===== src/rtl/mult_div_unit.sv =====
// Iterative multiply/divide unit with architectural HI/LO registers.
// Shift-add multiply and restoring divide on magnitudes, sign-corrected in a two-cycle FIX phase.
module mult_div_unit #(
  parameter int DATA_WIDTH = 32
) (
  input  logic                  clk,
  input  logic                  reset,
  input  logic                  start,
  input  logic [5:0]            funct,
  input  logic [DATA_WIDTH-1:0] rs_data,
  input  logic [DATA_WIDTH-1:0] rt_data,
  output logic [DATA_WIDTH-1:0] result,
  output logic                  busy,
  output logic                  done,
  output logic                  stall,
  output logic                  div_by_zero,
  output logic [DATA_WIDTH-1:0] hi,
  output logic [DATA_WIDTH-1:0] lo
);
  localparam int N  = DATA_WIDTH;
  localparam int CW = $clog2(DATA_WIDTH + 1);
  localparam logic [CW-1:0] count_one  = CW'(1);
  localparam logic [CW-1:0] count_full = CW'(N);
  localparam logic [5:0] f_mult  = 6'b011000;
  localparam logic [5:0] f_multu = 6'b011001;
  localparam logic [5:0] f_div   = 6'b011010;
  localparam logic [5:0] f_divu  = 6'b011011;
  localparam logic [5:0] f_mfhi  = 6'b010000;
  localparam logic [5:0] f_mthi  = 6'b010001;
  localparam logic [5:0] f_mflo  = 6'b010010;
  localparam logic [5:0] f_mtlo  = 6'b010011;

  typedef enum logic [1:0] {
    st_idle = 2'd0,
    st_calc = 2'd1,
    st_fix  = 2'd2,
    st_done = 2'd3
  } state_t;

  state_t          state_r, state_next_s;
  logic [CW-1:0]   count_r;
  logic            fix_phase_r, is_mul_r, neg_lo_r, neg_hi_r;
  logic [N-1:0]    wa_r, wb_r, opd_r, orig_rs_r, hi_r, lo_r;
  logic            busy_r, done_r, dbz_r;
  logic            busy_next_s, done_next_s;
  logic            is_md_s, is_sup_s, op_mul_s, op_signed_s, can_accept_s;
  logic [N-1:0]    rs_abs_s, rt_abs_s, div_diff_s;
  logic [N:0]      mul_sum_s, div_shift_s;
  logic            div_ge_s;
  logic [2*N-1:0]  prod_neg_s;

  // Function-code decode.
  always_comb begin
    is_md_s     = 1'b0;
    is_sup_s    = 1'b1;
    op_mul_s    = 1'b0;
    op_signed_s = 1'b0;
    case (funct)
      f_mult:  begin is_md_s = 1'b1; op_mul_s = 1'b1; op_signed_s = 1'b1; end
      f_multu: begin is_md_s = 1'b1; op_mul_s = 1'b1; end
      f_div:   begin is_md_s = 1'b1; op_signed_s = 1'b1; end
      f_divu:  is_md_s = 1'b1;
      f_mfhi, f_mthi, f_mflo, f_mtlo: is_sup_s = 1'b1;
      default: is_sup_s = 1'b0;
    endcase
  end

  // Operand magnitudes and per-step arithmetic; MIN's magnitude is correct as unsigned.
  always_comb begin
    rs_abs_s     = (op_signed_s && rs_data[N-1]) ? -rs_data : rs_data;
    rt_abs_s     = (op_signed_s && rt_data[N-1]) ? -rt_data : rt_data;
    mul_sum_s    = {1'b0, wa_r} + (wb_r[0] ? {1'b0, opd_r} : {(N+1){1'b0}});
    div_shift_s  = {wa_r, wb_r[N-1]};
    div_ge_s     = (div_shift_s >= {1'b0, opd_r});
    div_diff_s   = div_shift_s[N-1:0] - opd_r;
    prod_neg_s   = -{wa_r, wb_r};
    can_accept_s = (state_r == st_idle) || (state_r == st_done);
  end

  // State register.
  always_ff @(posedge clk) begin
    if (reset) state_r <= st_idle;
    else       state_r <= state_next_s;
  end

  // Next-state logic.
  always_comb begin
    state_next_s = state_r;
    case (state_r)
      st_idle, st_done: begin
        if (start && is_md_s) state_next_s = st_calc;
        else                  state_next_s = st_idle;
      end
      st_calc: begin
        if (count_r == count_one) state_next_s = st_fix;
        else                      state_next_s = st_calc;
      end
      st_fix: begin
        if (fix_phase_r) state_next_s = st_done;
        else             state_next_s = st_fix;
      end
      default: state_next_s = st_idle;
    endcase
  end

  // Status decode of the upcoming state, registered below.
  always_comb begin
    busy_next_s = (state_next_s == st_calc) || (state_next_s == st_fix);
    done_next_s = (state_next_s == st_done);
  end

  // Datapath: operand capture, iteration, sign fix-up and HI/LO writes.
  always_ff @(posedge clk) begin
    if (reset) begin
      count_r <= {CW{1'b0}};  fix_phase_r <= 1'b0;  is_mul_r <= 1'b0;
      neg_lo_r <= 1'b0;       neg_hi_r <= 1'b0;
      wa_r <= {N{1'b0}};      wb_r <= {N{1'b0}};    opd_r <= {N{1'b0}};
      orig_rs_r <= {N{1'b0}}; hi_r <= {N{1'b0}};    lo_r <= {N{1'b0}};
      busy_r <= 1'b0;         done_r <= 1'b0;       dbz_r <= 1'b0;
    end else begin
      busy_r <= busy_next_s;
      done_r <= done_next_s;
      case (state_r)
        st_idle, st_done: begin
          if (start && is_md_s) begin
            is_mul_r    <= op_mul_s;
            wa_r        <= {N{1'b0}};
            wb_r        <= op_mul_s ? rt_abs_s : rs_abs_s;
            opd_r       <= op_mul_s ? rs_abs_s : rt_abs_s;
            orig_rs_r   <= rs_data;
            neg_lo_r    <= op_signed_s & (rs_data[N-1] ^ rt_data[N-1]);
            neg_hi_r    <= op_signed_s & rs_data[N-1];
            dbz_r       <= ~op_mul_s & (rt_data == {N{1'b0}});
            count_r     <= count_full;
            fix_phase_r <= 1'b0;
          end else if (start && (funct == f_mthi)) begin
            hi_r <= rs_data;
          end else if (start && (funct == f_mtlo)) begin
            lo_r <= rs_data;
          end
        end
        st_calc: begin
          count_r <= count_r - count_one;
          if (is_mul_r) begin
            wa_r <= mul_sum_s[N:1];
            wb_r <= {mul_sum_s[0], wb_r[N-1:1]};
          end else if (div_ge_s) begin
            wa_r <= div_diff_s;
            wb_r <= {wb_r[N-2:0], 1'b1};
          end else begin
            wa_r <= div_shift_s[N-1:0];
            wb_r <= {wb_r[N-2:0], 1'b0};
          end
        end
        st_fix: begin
          if (!fix_phase_r) begin
            fix_phase_r <= 1'b1;
            if (is_mul_r) begin
              if (neg_lo_r) {wa_r, wb_r} <= prod_neg_s;
            end else begin
              if (neg_lo_r) wb_r <= -wb_r;
              if (neg_hi_r) wa_r <= -wa_r;
            end
          end else begin
            fix_phase_r <= 1'b0;
            // Divide by zero reports the untouched dividend rather than the iterated remainder.
            if (dbz_r) begin
              hi_r <= orig_rs_r;
              lo_r <= {N{1'b1}};
            end else begin
              hi_r <= wa_r;
              lo_r <= wb_r;
            end
          end
        end
        default: fix_phase_r <= 1'b0;
      endcase
    end
  end

  // Move-from read port.
  always_comb begin
    if (funct == f_mfhi)      result = hi_r;
    else if (funct == f_mflo) result = lo_r;
    else                      result = {N{1'b0}};
  end

  assign stall       = start & busy_r & is_sup_s;
  assign busy        = busy_r;
  assign done        = done_r;
  assign div_by_zero = dbz_r;
  assign hi          = hi_r;
  assign lo          = lo_r;
endmodule


===== config.mk =====
export PLATFORM = sky130hd
export DESIGN_NAME = mult_div_unit
export DESIGN_NICKNAME = d
export VERILOG_FILES = /design/src/rtl/mult_div_unit.sv
export SDC_FILE = /design/constraint.sdc
export NUM_CORES = 1
export LEC_CHECK = 0
export CORE_MARGIN = 2
export CORE_UTILIZATION = 50
export DETAILED_ROUTE_END_ITERATION = 6
export DONT_BUFFER_PORTS = 1
export PLACE_DENSITY = 0.62
export SYNTH_ARGS = -nofsm -noshare
export SYNTH_HDL_FRONTEND = slang
export SYNTH_SLANG_ARGS = --single-unit
export TNS_END_PERCENT = 50

===== constraint.sdc =====
create_clock -name clk -period 8.3 [get_ports clk]
set_input_delay 0.83 -clock clk [delete_from_list [all_inputs] [get_ports clk]]
set_output_delay 0.83 -clock clk [all_outputs]
set_load 0.01 [all_outputs]

-- After elaboration in Yosys (flattened, before gate mapping)
Index checks and enable logic that the tools add are counted.
- output and inout port bits: 100
- bits of input ports: 73
- register bits: 207
- bitwise gates (word level): 7
- magnitude comparators: 1
- muxes and demuxes: 47
- equality and inequality tests: 25
- add/subtract/negate cells: 8
- reductions and logical operators: 22
- operator list (kind ; count):
    $mux W32 ; 29
    $pmux W32 S3 ; 2
    $neg A32 Y32 ; 4
    $pmux W32 S2 ; 2
    $neg A64 Y64 ; 1
    $eq A6 B5 Y1 const B ; 8
    $add A32 B32 Y33 ; 1
    $ge A33 B32 Y1 ; 1
    $logic_not A32 Y1 ; 1
    $sub A32 B32 Y32 ; 1
    $ne A2 B2 Y1 const B ; 8
    $pmux W6 S2 ; 1
    $mux W1 ; 9
    $eq A2 B2 Y1 const B ; 4
    $reduce_and A4 Y1 ; 2
    $reduce_or A8 Y1 ; 1
    $eq A6 B1 Y1 const B ; 1
    $mux W6 ; 1
    $ne A3 B3 Y1 const B ; 2
    $pmux W2 S3 ; 1
    $reduce_and A2 Y1 ; 3
    $reduce_or A2 Y1 ; 3
    $sub A6 B1 Y6 const B ; 1
    $and A1 B1 Y1 ; 5
    12 further kinds ; 18

-- Depth between registers and ports, before layout
- depth after elaboration: 8
- depth in mapped cells: 14

-- Worst setup path after synthesis
Ideal clock, no wire load.
- path type: input port to flip-flop
- start point: input port rt_data[19]
- end point: register opd_r[29]
- required time: 8.168 ns
- cell stages on the path: 8
- arrival: 3.073 ns
- path slack: 5.095 ns
- cell sequence: or4_1 -> or4b_1 -> or4_1 -> o21ai_0 -> xor2_1 -> nand2_1 -> o211ai_1 -> a21oi_1
- longest elaborated chain between the ends: 3
- RTL lines (item ; RTL line ; source):
    start: declaration ; 11 ; input logic [DATA_WIDTH-1:0] rt_data,
    $neg A32 Y32 ; 71 ; rt_abs_s = (op_signed_s && rt_data[N-1]) ? -rt_data : rt_data;
    $mux W32 ; 71 ;
    $mux W32 ; 129 ; opd_r <= op_mul_s ? rs_abs_s : rt_abs_s;
    end signal: assignment ; 117 ; wa_r <= {N{1'b0}}; wb_r <= {N{1'b0}}; opd_r <= {N{1'b0}};
    end signal: assignment ; 129 ;
    end: declaration ; 43 ; logic [N-1:0] wa_r, wb_r, opd_r, orig_rs_r, hi_r, lo_r;
Every way passes these cells.
A chain may end at the register's enable or synchronous reset.

-- Final worst setup path
- start point: register wb_r[0]
- end point: register wa_r[29]
- longest elaborated chain between the ends: 5
- RTL lines (item ; RTL line ; source):
    start: declaration ; 43 ;
    start signal: assignment ; 117 ;
    start signal: assignment ; 128 ; wb_r <= op_mul_s ? rt_abs_s : rs_abs_s;
    start signal: assignment ; 146 ; wb_r <= {mul_sum_s[0], wb_r[N-1:1]};
    $neg A64 Y64 ; 76 ; prod_neg_s = -{wa_r, wb_r};
    $mux W32 ; 159 ; if (neg_lo_r) {wa_r, wb_r} <= prod_neg_s;
    $mux W32 ; 158 ; if (is_mul_r) begin
    $mux W32 ; 156 ; if (!fix_phase_r) begin
    $pmux W32 S3 * ; 123 ; case (state_r)
    end signal: assignment ; 127 ; wa_r <= {N{1'b0}};
    end signal: assignment ; 159 ;
    end signal: assignment ; 162 ; if (neg_hi_r) wa_r <= -wa_r;
    end: declaration ; 43 ;
Every way passes the cells marked *; elsewhere a longest branch is shown, timed or not. The select of a mux whose other input is x is not followed.

==> flow_metrics.py <==
metrics = {
    "run_status": {
        "outcome": "finished clean",
    },
    "timing": {
        "fin_hold_ws_ns": 0.402,
        "tightest_slew_ns": 1.18,
        "rsz0062_at_grt": "no",
        "fmax_mhz": 226,
        "finalMaxSlewViolations": 0,
        "timing.final.crit_share": 0.533,
        "final.setup.tns_ns": 0,
        "setup_viol": 0,
        "min_period_ns": 4.43,
        "hold_violations": 0,
        "max-slew-margin-rel": 0.209,
        "finalClockSkew_ns": 0.0251,
        "setup_slack_ns": 3.87,
    },
    "placement": {
        "post-dp-hpwl_um": 51600,
        "port_buffers": 0,
        "gp_congestion": 0.995,
        "post-place-ws_ns": 4.01,
    },
    "power": {
        "p_switching_uw": 798,
        "intPower_uw": 1900,
        "comb_power_share": 0.170,
        "ir_worst_vdd_mv": 0.170,
        "p_clk_frac": 0.449,
        "power.density_nw_per_um2": 146,
        "seq_power_share": 0.382,
        "leakage_uw": 0.00697,
        "switching_share": 0.296,
    },
    "floorplanning": {
        "ioPinCount": 173,
        "die_area_sq_um": 36500,
        "coreArea_sq_um": 34500,
        "start_util": 0.507,
        "rows": 68,
        "dieHeight_um": 191,
        "die-width_um": 191,
    },
    "layout": {
        "n_antenna_cell": 0,
        "final_layout_size_suffix_gt1_frac": 0.0603,
        "fillerInstances": 3472,
        "finalNetCount": 2453,
        "syn_to_final_growth_pct": 5.91,
    },
    "global_route": {
        "grt_first_pass_wirelength_um": 106000,
        "first_global_vias": 17200,
        "grt_usage": 0.375,
        "use_met2": 0.601,
        "use_met1": 0.503,
        "grt_max_degree": 155,
        "antenna_found_initial": 3,
        "globalRouteOverflowTotal": 0,
        "met3_usage": 0.0554,
        "grt_busiest_layer": "met2",
    },
    "clocking": {
        "cts.sinks": 207,
        "clock_latency_ns": 0.55,
        "postCtsResizedCells": 0,
        "cts_tree": "built",
        "h-tree-depth": 1,
        "post_cts_buffers": 0,
        "cts-buffers-inserted": 24,
        "root_buffer": "clkbuf_16",
        "clockBufferDepth": 3,
        "ctsHoldBuffers": 0,
        "path_clk_slew_ns": 0.06,
    },
    "synth": {
        "async_reset_ff_frac": 0,
        "synth.most_common_cell": "nor2_1",
        "syn_area_sq_um": 17500,
        "synthCells": 2424,
        "synth_edf_count": 0,
        "ys.flop_type": "dfxtp_1",
        "yosysUniqueCellTypes": 80,
        "syn_nets": 2572,
        "synth-seq-area-share": 0.237,
        "synth_common_cells": "nor2_1 (285), a21oi_1 (282), nand2_1 (253)",
        "syn_area_per_cell_sq_um": 7.21,
        "ys_ff_latch": 207,
        "synth_top_area_share": 0.237,
        "yosysTopAreaCell": "dfxtp_1",
        "yosys_warnings": 0,
        "synth_area_leaders": "dfxtp_1 (24%), a21oi_1 (8.1%), mux2i_1 (7.5%), nor2_1 (6.1%), nand2_1 (5.4%)",
    },
    "detailed_routing": {
        "dr.pass1.iters": 6,
        "wl_um": 70000,
        "drtIter0Drc": 1891,
        "drc_errors": 0,
        "final_antenna_net_count": 0,
        "num_vias": 18500,
        "wl_per_cell_um": 25.2,
        "viasPerCell": 6.65,
    },
    "worst_setup_path": {
        "path_common_cell": "a211oi_1",
        "crit_path_cell_trace": "clkinv_1 -> buf_4 -> nor2_1 -> ha_1 -> and3_1 -> nand2_1 -> or3b_2 -> a211oi_1 -> o31ai_1 -> a2111oi_0 -> a211oi_1 -> o21ai_0",
        "cp-end-kind": "flop",
        "path_class": "reg -> reg",
        "cp.arrival_ns": 4.87,
        "cp_max_fo": 20,
        "crit_path_start_kind": "flop",
        "cp_slowest_cell": "a211oi_1",
        "max_stage_delay_ns": 0.67,
        "crit_required_ns": 8.75,
    },
    "run": {
        "cap_violations": 0,
    },
    "hold_path": {
        "worstHoldPathType": "in -> reg",
    },
}
-- state kept, by name, summed over array words and instances (netlist names) --
| signal | count |
|---|---|
| neg_hi_r | 1 |
| orig_rs_r | 32 |
| state_r | 2 |
| div_by_zero | 1 |
| count_r | 6 |
| opd_r | 32 |
| is_mul_r | 1 |
| fix_phase_r | 1 |
| done | 1 |
| lo | 32 |
| neg_lo_r | 1 |
| wa_r | 32 |
| busy | 1 |
| hi | 32 |
| wb_r | 32 |
-- critical path: cells and delay by family (launching register included) --
kind	cells	cell delay (ns)
simple gates	4	1.05
fa+ha+maj	1	0.28
buf+inv	2	1.08
compound gates	5	1.50
flops	1	0.41
-- cells in the final DEF (no fill, tap or decap), drive strengths merged, types with 20 or more instances in the layout --
cell,count
mux2i,131
clkbuf,30
o21bai,33
nor2,285
dfxtp,207
nand4,28
o31ai,24
xor2,53
or4,20
a21oi,282
a21o,33
inv,75
o21ai,155
xnor2,70
a211oi,26
or3,29
o211ai,35
ha,73
nand2,253
nor3,73
mux2,29
nand3,47
buf,24
a31oi,21
-- final cells by class --
type | count | area, sq um | share of cell area
tap | 455 | 569 | 0.0307
clock inverter | 13 | 206 | 0.0111
inverter | 75 | 282 | 0.0152
timing repair buffer | 24 | 180 | 0.00973
sequential | 207 | 4150 | 0.224
multi-input combinational | 1973 | 12500 | 0.673
clock buffer | 30 | 674 | 0.0364
-- routing by layer --
metal	vias to the layer above	share of wire	routed length, um
met4	6	0.043	3020
met5	-	0.00056	39
met3	161	0.085	5920
met2	916	0.45	31700
met1	8834	0.42	29300
li1	8559	-	-
-- path summary, 6_finish.rpt --
| kind | slack [ns] | start | end | cells past startpoint |
|---|---|---|---|---|
| setup / recovery | 3.87 | wb_r[0]$_SDFFE_PP0P_ | wa_r[29]$_SDFFE_PP0P_ | 12 |
| setup reg to reg | 3.87 | wb_r[0]$_SDFFE_PP0P_ | wa_r[29]$_SDFFE_PP0P_ | 12 |
| hold reg to reg | 0.45 | opd_r[29]$_SDFFE_PP0P_ | opd_r[29]$_SDFFE_PP0P_ | 2 |
| hold / removal | 0.40 | reset | wa_r[21]$_SDFFE_PP0P_ | 1 |
-- cell families (layout without fill, tap and decap cells) --
family	count (synthesis)	count (layout)	share of synthesized area
simple gates	852	852	0.226
compound gates	763	763	0.274
buf+inv	244	142	0.0530
flops	207	207	0.237
mux	160	160	0.0937
xor+xnor	123	123	0.0616
fa+ha+maj	75	75	0.0545
-- power groups by stage --
stage	clock network, uW	logic, uW	registers [uW]
2_1_floorplan	0	325	1040
3_3_place_gp	0	443	1050
3_5_place_dp	0	443	1050
4_1_cts	1220	447	1030
5_1_grt	1260	488	1030
6_report	1210	458	1030
-- stage by stage --
step           utilization  cell area, sq um  instances  total power (uW)
6_report             0.537             18500       2777              2700
5_1_grt              0.537             18500       2777              2780
4_1_cts              0.537             18500       2777              2690
3_5_place_dp         0.512             17600       2734              1490
3_3_place_gp         0.512             17600       2734              1490
2_1_floorplan            -             17500       2424              1370
No activity file was read; power rests on OpenSTA's default activity.
